**src/rtl/mutative_predictor_pkg.sv**
```systemverilog
// Shared types for the mutative cache policy stage: predictor FSM states,
// epoch verdicts and the highest legal setup level.
package mutative_types;

    typedef enum logic [1:0] {
        P_COUNT,
        P_DECIDE,
        P_REQ,
        P_COOL
    } predictor_state_t;

    typedef enum logic [1:0] {
        V_NONE,
        V_RAISE,
        V_LOWER
    } verdict_t;

    localparam logic [1:0] SETUP_MAX = 2'd3;

endpackage

```
**src/rtl/mutative_sat_counter.sv**
```systemverilog
// Saturating up-counter with synchronous clear; clr together with inc
// restarts the count at 1 instead of 0.
module mutative_sat_counter #(
    parameter int WIDTH = 4,
    parameter int MAX   = 15
) (
    input  logic             clk,
    input  logic             rst,
    input  logic             inc,
    input  logic             clr,
    output logic [WIDTH-1:0] value
);

    always_ff @(posedge clk) begin
        if (rst) begin
            value <= '0;
        end else if (clr) begin
            value <= inc ? WIDTH'(1) : '0;
        end else if (inc && (value != WIDTH'(MAX))) begin
            value <= value + 1'b1;
        end
    end

endmodule

```
**src/rtl/mutative_predictor.sv**
```systemverilog
// Epoch-based miss monitor that asks the flush/setup controller to raise or
// lower the cache setup level through a valid/ready handshake.
module mutative_predictor
    import mutative_types::*;
#(
    parameter int EPOCH_LEN = 256,
    parameter int MISS_HI   = 64,
    parameter int MISS_LO   = 8,
    parameter int HYST      = 2,
    parameter int COOLDOWN  = 512
) (
    input  logic                         clk,
    input  logic                         rst,
    input  logic                         acc_valid,
    input  logic                         acc_hit,
    input  logic                         flush_stall,
    input  logic [1:0]                   setup,
    input  logic                         setup_ready,
    output logic                         setup_valid,
    output logic                         setup_update,
    output logic [$clog2(EPOCH_LEN):0]   epoch_misses
);

    localparam int CW     = $clog2(EPOCH_LEN) + 1;
    localparam int COOL_W = $clog2(COOLDOWN + 1);

    predictor_state_t    state, next_state;
    verdict_t            verdict, last_verdict;
    logic [CW-1:0]       acc_cnt, miss_cnt;
    logic [3:0]          streak, streak_next;
    logic [COOL_W-1:0]   cool_cnt;
    logic                count_en, epoch_close, deciding, handshake;
    logic                streak_restart, request;

    assign count_en    = acc_valid & ~flush_stall & (state == P_COUNT);
    assign epoch_close = count_en & (acc_cnt == CW'(EPOCH_LEN - 1));
    assign deciding    = (state == P_DECIDE);
    assign handshake   = (state == P_REQ) & setup_valid & setup_ready;

    mutative_sat_counter #(.WIDTH(CW), .MAX(EPOCH_LEN)) u_acc_cnt (
        .clk   (clk),
        .rst   (rst),
        .inc   (count_en),
        .clr   (deciding),
        .value (acc_cnt)
    );

    mutative_sat_counter #(.WIDTH(CW), .MAX(EPOCH_LEN)) u_miss_cnt (
        .clk   (clk),
        .rst   (rst),
        .inc   (count_en & ~acc_hit),
        .clr   (deciding),
        .value (miss_cnt)
    );

    // A repeated non-NONE verdict extends the streak; anything else restarts it.
    mutative_sat_counter #(.WIDTH(4), .MAX(15)) u_streak (
        .clk   (clk),
        .rst   (rst),
        .inc   (deciding & (verdict != V_NONE)),
        .clr   ((deciding & streak_restart) | handshake),
        .value (streak)
    );

    always_comb begin
        verdict = V_NONE;
        if ((miss_cnt >= CW'(MISS_HI)) && (setup != SETUP_MAX)) begin
            verdict = V_RAISE;
        end else if ((miss_cnt <= CW'(MISS_LO)) && (setup != 2'd0)) begin
            verdict = V_LOWER;
        end
    end

    // Hysteresis is judged on the streak value this decision will leave behind.
    always_comb begin
        streak_restart = (verdict == V_NONE) || (verdict != last_verdict);
        streak_next    = streak;
        if (streak_restart) begin
            streak_next = {3'b000, verdict != V_NONE};
        end else if (streak != 4'd15) begin
            streak_next = streak + 4'd1;
        end
        request = deciding && (streak_next >= 4'(HYST));
    end

    always_ff @(posedge clk) begin
        if (rst) begin
            state <= P_COUNT;
        end else begin
            state <= next_state;
        end
    end

    always_comb begin
        next_state = state;
        case (state)
            P_COUNT:  if (epoch_close) next_state = P_DECIDE;
            P_DECIDE: next_state = request ? P_REQ : P_COUNT;
            P_REQ:    if (handshake) next_state = P_COOL;
            P_COOL:   if (cool_cnt == '0) next_state = P_COUNT;
            default:  next_state = P_COUNT;
        endcase
    end

    always_ff @(posedge clk) begin
        if (rst) begin
            setup_valid  <= 1'b0;
            setup_update <= 1'b0;
            epoch_misses <= '0;
            last_verdict <= V_NONE;
            cool_cnt     <= '0;
        end else begin
            if (deciding) begin
                epoch_misses <= miss_cnt;
                last_verdict <= verdict;
            end
            if (request) begin
                setup_valid  <= 1'b1;
                setup_update <= (verdict == V_RAISE);
            end
            if (handshake) begin
                setup_valid <= 1'b0;
                cool_cnt    <= COOL_W'(COOLDOWN - 1);
            end else if ((state == P_COOL) && (cool_cnt != '0)) begin
                cool_cnt <= cool_cnt - 1'b1;
            end
        end
    end

endmodule
```
**config.mk**
```make
export PLATFORM = sky130hd
export DESIGN_NAME = mutative_predictor
export DESIGN_NICKNAME = d
export VERILOG_FILES = /design/src/rtl/mutative_predictor_pkg.sv /design/src/rtl/mutative_sat_counter.sv /design/src/rtl/mutative_predictor.sv
export SDC_FILE = /design/constraint.sdc
export NUM_CORES = 1
export LEC_CHECK = 0
export CORE_UTILIZATION = 43
export CTS_CLUSTER_DIAMETER = 30
export DETAILED_ROUTE_END_ITERATION = 7
export GPL_ROUTABILITY_DRIVEN = 0
export MAX_ROUTING_LAYER = met4
export PLACE_DENSITY_LB_ADDON = 0.15
export SLEW_MARGIN = 10
export SYNTH_ARGS = -nofsm -noshare
export SYNTH_HDL_FRONTEND = slang
export SYNTH_SLANG_ARGS = --single-unit
```
**constraint.sdc**
```tcl
create_clock -name clk -period 2.6 [get_ports clk]
set_input_delay 0.52 -clock clk [delete_from_list [all_inputs] [get_ports clk]]
set_output_delay 0.52 -clock clk [all_outputs]
set_load 0.1 [all_outputs]
```
# ---- Yosys cells after proc, flatten, opt, wreduce, memory -nomap -nowiden
# Cells that the tools add are included.
dict set report word_totals {
  ff_bits 47
}
dict set report classes {
  n_addsub 4
  magnitude_cmp 3
  n_eq_ne 13
  mux 20
  n_bitwise 11
  n_reduce_logical 20
}
# cell count
set op_table {}
lappend op_table {{9-bit two-way mux} 6}
lappend op_table {{9-bit by 1-bit adder with 9-bit output (second input constant)} 2}
lappend op_table {{9-bit inequality test (second input constant)} 2}
lappend op_table {{4-bit two-way mux} 4}
lappend op_table {{2-bit two-way mux} 6}
lappend op_table {{2-bit nonzero test} 6}
lappend op_table {{10-bit zero test} 1}
lappend op_table {{10-bit nonzero test} 1}
lappend op_table {{10-bit by 1-bit subtractor with 10-bit output (second input constant)} 1}
lappend op_table {{9-bit by 8-bit equality test with 1-bit output (second input constant)} 1}
lappend op_table {{9-bit by 7-bit greater-or-equal comparator with 1-bit output (second input constant)} 1}
lappend op_table {{9-bit by 4-bit <= comparator with 1-bit output (second input constant)} 1}
lappend op_table {{1-bit AND} 8}
lappend op_table {{2-bit inequality test (second input constant)} 4}
lappend op_table {{2-bit case mux with 4 select lines} 1}
lappend op_table {{1-bit logical AND} 7}
lappend op_table {{4-bit by 1-bit adder with 4-bit output (second input constant)} 1}
lappend op_table {{2-bit by 1-bit equality test with 1-bit output (second input constant)} 2}
lappend op_table {{2-bit equality test (second input constant)} 2}
lappend op_table {{4-bit by 2-bit greater-or-equal comparator with 1-bit output (second input constant)} 1}
lappend op_table {{2-bit zero test} 2}
lappend op_table {{4-bit inequality test (second input constant)} 1}
lappend op_table {{1-bit two-way mux} 3}
lappend op_table {{3-bit AND reduction} 1}
lappend op_table {{5 further kinds} 6}

# ---- Logic depth before layout (Yosys ltp)
dict set report logic_depth {
  word_depth 11
  ltp_mapped 9
}

# ---- Modules after synthesis
# A second synthesis with hierarchy kept.
dict set report unflattened {
  cells_unflattened 284
  area_unflattened_um2 2433.6
}
# module n_inst cells_each area_each_um2 seq_area_each_um2
set modules_own_cells {}
lappend modules_own_cells {mutative_predictor 1 150 1291.2 500.5}
lappend modules_own_cells {{mutative_sat_counter (u_acc_cnt ...)} 2 55 469.2 180.2}
lappend modules_own_cells {{mutative_sat_counter (u_streak)} 1 24 203.9 80.1}

# ---- Worst setup path before layout
# No wires, ideal clock.
dict set report synth_path {
  path_type {input-to-reg}
  start {input flush_stall}
  end {register u_miss_cnt.value[5]}
  arrival_time_ps 2073
  required_time_ps 2530
  setup_slack_ps 457
  cell_stages 4
  path_buffers 0
  cell_sequence {or4b_4 > or4b_4 > or4_1 > a21oi_1}
}
dict set report synth_between {
  elab_chain_cells 6
}
# item line_no
set synth_rtl {}
lappend synth_rtl {{start, declared} mutative_predictor.sv:16} ;# input logic flush_stall,
lappend synth_rtl {{1-bit NOT} mutative_predictor.sv:35} ;# assign count_en = acc_valid & ~flush_stall & (state == P_COUNT);
lappend synth_rtl {{1-bit AND (2 in a row)} mutative_predictor.sv:35}
lappend synth_rtl {{1-bit AND} mutative_predictor.sv:51} ;# .inc (count_en & ~acc_hit),
lappend synth_rtl {{1-bit logical AND} mutative_sat_counter.sv:19} ;# end else if (inc && (value != WIDTH'(MAX))) begin
lappend synth_rtl {{2-bit nonzero test (no source line)} --}
lappend synth_rtl {{end signal, assigned} mutative_sat_counter.sv:18} ;# value <= inc ? WIDTH'(1) : '0;
lappend synth_rtl {{end signal, assigned} mutative_sat_counter.sv:20} ;# value <= value + 1'b1;
lappend synth_rtl {{end, declared} mutative_sat_counter.sv:11} ;# output logic [WIDTH-1:0] value
# No other way between the ends.
# A chain may end at the register's enable or synchronous reset.

# ---- Final worst setup path
dict set report layout_path {
  start {input acc_valid}
  end {register u_miss_cnt.value[5]}
}
dict set report layout_between {
  elab_chain_cells 5
}
# item line_no
set layout_rtl {}
lappend layout_rtl {{start, declared} mutative_predictor.sv:14} ;# input logic acc_valid,
lappend layout_rtl {{1-bit AND (2 in a row)} mutative_predictor.sv:35}
lappend layout_rtl {{1-bit AND} mutative_predictor.sv:51}
lappend layout_rtl {{1-bit logical AND} mutative_sat_counter.sv:19}
lappend layout_rtl {{2-bit nonzero test (no source line)} --}
# No other way between the ends.

==> run summary <==
The most common cell in the synthesized netlist is sky130_fd_sc_hd__dfxtp_1. The total half-perimeter wirelength after legalization and detailed placement came out at 3560 um. For this run, the total global-route usage over all layers was measured as 19.3%. The worst setup path is captured at a register.

The total overflow reported by the global router came out at 0. Counting I/O delays and the setup requirement, the final critical path takes 2.35 ns. Of the total power, the share spent switching nets is 20.6%.

For the pin with the worst max-slew slack, the measured transition is 0.546 ns. The final core utilization is 53.7%. Synthesis instantiated 50 different standard cells from the library. The fraction of registers with async set or reset after synthesis is 0%. The core box area is 5240 um2.

For this run, design rule violations remaining after detail routing come to 0. The floorplan has 26 rows. Setup violations remaining at the end of the flow were counted as 0. The static leakage came out at 1.01 nW.

In this run the tightest slew margin relative to its limit is 63.1%. The startpoint of the lowest-slack hold path is epoch_misses[8]$_SDFFE_PP0P_. Dividing the detail-routed via count by the number of cells gives 5.48.

The switching power came out at 0.000275 W. The iteration count of the initial detailed-routing pass came out at 4. After synthesis, the cell types taking the most area are sky130_fd_sc_hd__dfxtp_1, sky130_fd_sc_hd__nand2_1, sky130_fd_sc_hd__ha_1.

The detailed router finished its first iteration with 102 violations. The primary flip-flop cell chosen by synthesis mapping is sky130_fd_sc_hd__dfxtp_1. The first-pass GRT wire length came out at 8950 um.

The via count of the first global-routing pass came to 1964. The setup clock skew after layout came out at 0.0133 ns. The TritonCTS clock tree is built. The maximum level of the CTS H-tree is 2. For the worst-skew pair, the clock arrives at the later sink with an insertion delay of 0.30 ns. The sequential element share of the synthesized area came out at 39.2%. The endpoint identified for the worst register-to-register timing path is setup_update$_SDFFE_PP0P_. The power density of the placed cells came out at 474 nW/um2.

The reg-to-reg startpoint is u_miss_cnt.value[4]$_SDFFE_PP0P_. The commonest cells after synthesis are sky130_fd_sc_hd__dfxtp_1, sky130_fd_sc_hd__nand2_1, sky130_fd_sc_hd__a21oi_1, sky130_fd_sc_hd__inv_1, sky130_fd_sc_hd__nor2_1. Of all nets on the critical path, the largest fanout is 4. Setup repair after global routing left no endpoint under its margin. The total number of yosys warnings came out at 0. The horizontal extent of the die is 76.7 um.

The number of nets in the synthesized netlist came out at 295. The max-slew violation count came out at 0. The final hold violation count is 0. The worst setup slack for register-to-register paths is 0.45 ns. The share of the clock period used by the worst path after layout is 90.5%.

The post-CTS resize count is 0. The maximum buffer depth of the clock tree is 2. The count of cells in the finished layout, fillers not included, comes to 377. The post-cts hold buffer count came out at 0. The maximum vdd ir drop is 296 uV. The TritonCTS buffer count is 5.

The number of sinks handled by clock tree synthesis came out at 47. The synthesized netlist occupies a cell area of 2400 um2. The area overhead of the layout relative to synthesis is 17.2%.

The count of port buffers added during placement is 18. The summed area of non-filler cells in the final layout is 2810 um2. The total negative setup slack is 0 ns. The length in cells of the worst reg-to-reg path came out at 4. The critical path launch point type is an input pin.

The worst endpoint required time is 2.82 ns. The root buffer cell chosen for the clock tree is sky130_fd_sc_hd__clkbuf_8. The fraction of synthesized cell area taken by the top area cell type came out at 39.2%. The fraction of layout cells with a size suffix above 1 came out at 14.0%. The part of the power in registers is 54.5%. Averaged over all synthesized cells, the footprint is 8.60 um2. The critical path in this run is classified as in2reg.

The total length of routed wires is 5120 um. The number of buffers added for setup after CTS is 0. The flow ran to the end, and the final reports show no timing, DRC or antenna violations. The number of ports placed on the die boundary is 19.

Once placement completed, the tool counted placed cells totaling 369. The worst hold path terminates at epoch_misses[8]$_SDFFE_PP0P_. The detailed router placed 2067 vias in this run. The depth of the worst hold-timing path came out at 2. Of the total power, combinational logic draws 4.1%.

Across all setup checks in the final design, the least slack found is 0.247 ns. Across the run, the number of max-cap violations was 0. The area enclosed by the die boundary came out at 5880 um2. Once detail routing completed, the nets flagged for antenna violations numbered 0. STA puts the critical path data arrival time at 2.58 ns. The portion of total power attributed to the clock network is 41.4%. At the end of the flow, the number of nets in the layout was 322. The type of the most critical hold path is reg2reg. The total placed instance area came out at 2690 um2.

Entering global routing, the biggest net connects 29 pins. The antenna cell count came out at 0. Synthesis produced a netlist whose cell count is 279.

The clock-pin slew of the registers on the worst-case setup and hold paths is 0.09 ns. Derived from the worst setup path, the maximum achievable clock frequency is 425 MHz. The per-cell routed wire length came out at 13.6 um. Counting flops with a built-in enable in the synthesized netlist gives 0. Synthesis inferred 47 register bits. The cell type with the largest total area after synthesis is sky130_fd_sc_hd__dfxtp_1. The die extent in y came out at 76.7 um. The number of antenna violations at the first check in global routing is 0.

The design internal power is 0.00106 W. OpenSTA, run right after detailed placement, puts the worst setup slack at -0.0467 ns. The effective utilization at floorplan came out at 45.8%.
worst max path at each step:
stage	slack [ns]	startpoint	endpoint
2_1_floorplan	0.46	flush_stall	u_miss_cnt.value[5]$_SDFFE_PP0P_
3_3_place_gp	-0.02	acc_valid	u_miss_cnt.value[7]$_SDFFE_PP0P_
3_5_place_dp	-0.05	acc_valid	u_miss_cnt.value[5]$_SDFFE_PP0P_
4_1_cts	0.26	acc_valid	u_miss_cnt.value[5]$_SDFFE_PP0P_
5_1_grt	0.20	acc_valid	u_miss_cnt.value[5]$_SDFFE_PP0P_
6_report	0.25	acc_valid	u_miss_cnt.value[5]$_SDFFE_PP0P_
metrics by stage:
step / hold WS, ns / power, W
after floorplan: 0.470 / 0.000775
after global placement: 0.444 / 0.000799
after detailed placement: 0.449 / 0.000799
after CTS: 0.462 / 0.00135
after global routing: 0.494 / 0.00139
final: 0.459 / 0.00133
worst max-delay path, stage by stage:
cell	delay, ns
sky130_fd_sc_hd__clkdlybuf4s50_1	0.47
sky130_fd_sc_hd__or4b_4	0.47
sky130_fd_sc_hd__or4b_4	0.55
sky130_fd_sc_hd__or4_1	0.41
sky130_fd_sc_hd__a21oi_1	0.15
registers in the layout, indices dropped and copies added, names as in the netlist, named ones only:
register and flops:
setup_valid 1, state 1, u_acc_cnt.value 9, epoch_misses 9
u_miss_cnt.value 9, last_verdict 2, setup_update 1, cool_cnt 10
u_streak.value 4
routing by layer:
metal,vias to the layer above,global-route usage [%],part of all wire (%)
met3,2,3.57,2.0
met1,986,25.0,50
met2,20,30.1,47
li1,1059,-,-
met4,0,6.15,0.53
met5,-,-,0
cells by family (layout without fill, tap and decap cells):
kind of cell	Yosys count	after routing	synth area share, %
and+or+nand+nor	112	112	25.4
DFF	47	47	39.2
adders and majority gates	8	8	4.17
AOI/OAI and AO/OA	68	68	20.4
xor gates and xnor gates	10	10	3.65
buffers and inverters	28	56	4.49
muxes	6	6	2.61
layout by cell type, fill, tap and decap left out, types with 6 or more instances in the layout:
master                            count
sky130_fd_sc_hd__xnor2_1              9
sky130_fd_sc_hd__dfxtp_1             47
sky130_fd_sc_hd__clkbuf_8             6
sky130_fd_sc_hd__ha_1                 8
sky130_fd_sc_hd__inv_1               17
sky130_fd_sc_hd__a21oi_1             19
sky130_fd_sc_hd__nor2_1              16
sky130_fd_sc_hd__o21ai_0              8
sky130_fd_sc_hd__or3_1               11
sky130_fd_sc_hd__nand2_1             28
sky130_fd_sc_hd__buf_4               24
sky130_fd_sc_hd__nor3_1               7
sky130_fd_sc_hd__a31oi_1             10
sky130_fd_sc_hd__clkdlybuf4s50_1      7
sky130_fd_sc_hd__nand3_1             12
power by group through the flow:
stage / sequential [W] / clock [W] / combinational, W
CTS: 0.000727 / 0.000570 / 0.0000558
global route: 0.000727 / 0.000605 / 0.0000618
floorplan: 0.000742 / 0 / 0.0000323
finish: 0.000726 / 0.000552 / 0.0000552
detailed placement: 0.000744 / 0 / 0.0000557
global placement: 0.000743 / 0 / 0.0000555
layout make-up:
| type | count | area [um2] |
|---|---|---|
| fillers | 495 | 2430 |
| inverters | 17 | 63.8 |
| multi-input cells | 204 | 1350 |
| clock buffers | 6 | 82.6 |
| flip-flops and latches | 47 | 941 |
| well taps | 70 | 87.6 |
| repair buffers | 31 | 250 |
| clock inverters | 2 | 35.0 |
Power figures use the tool's default switching activity.
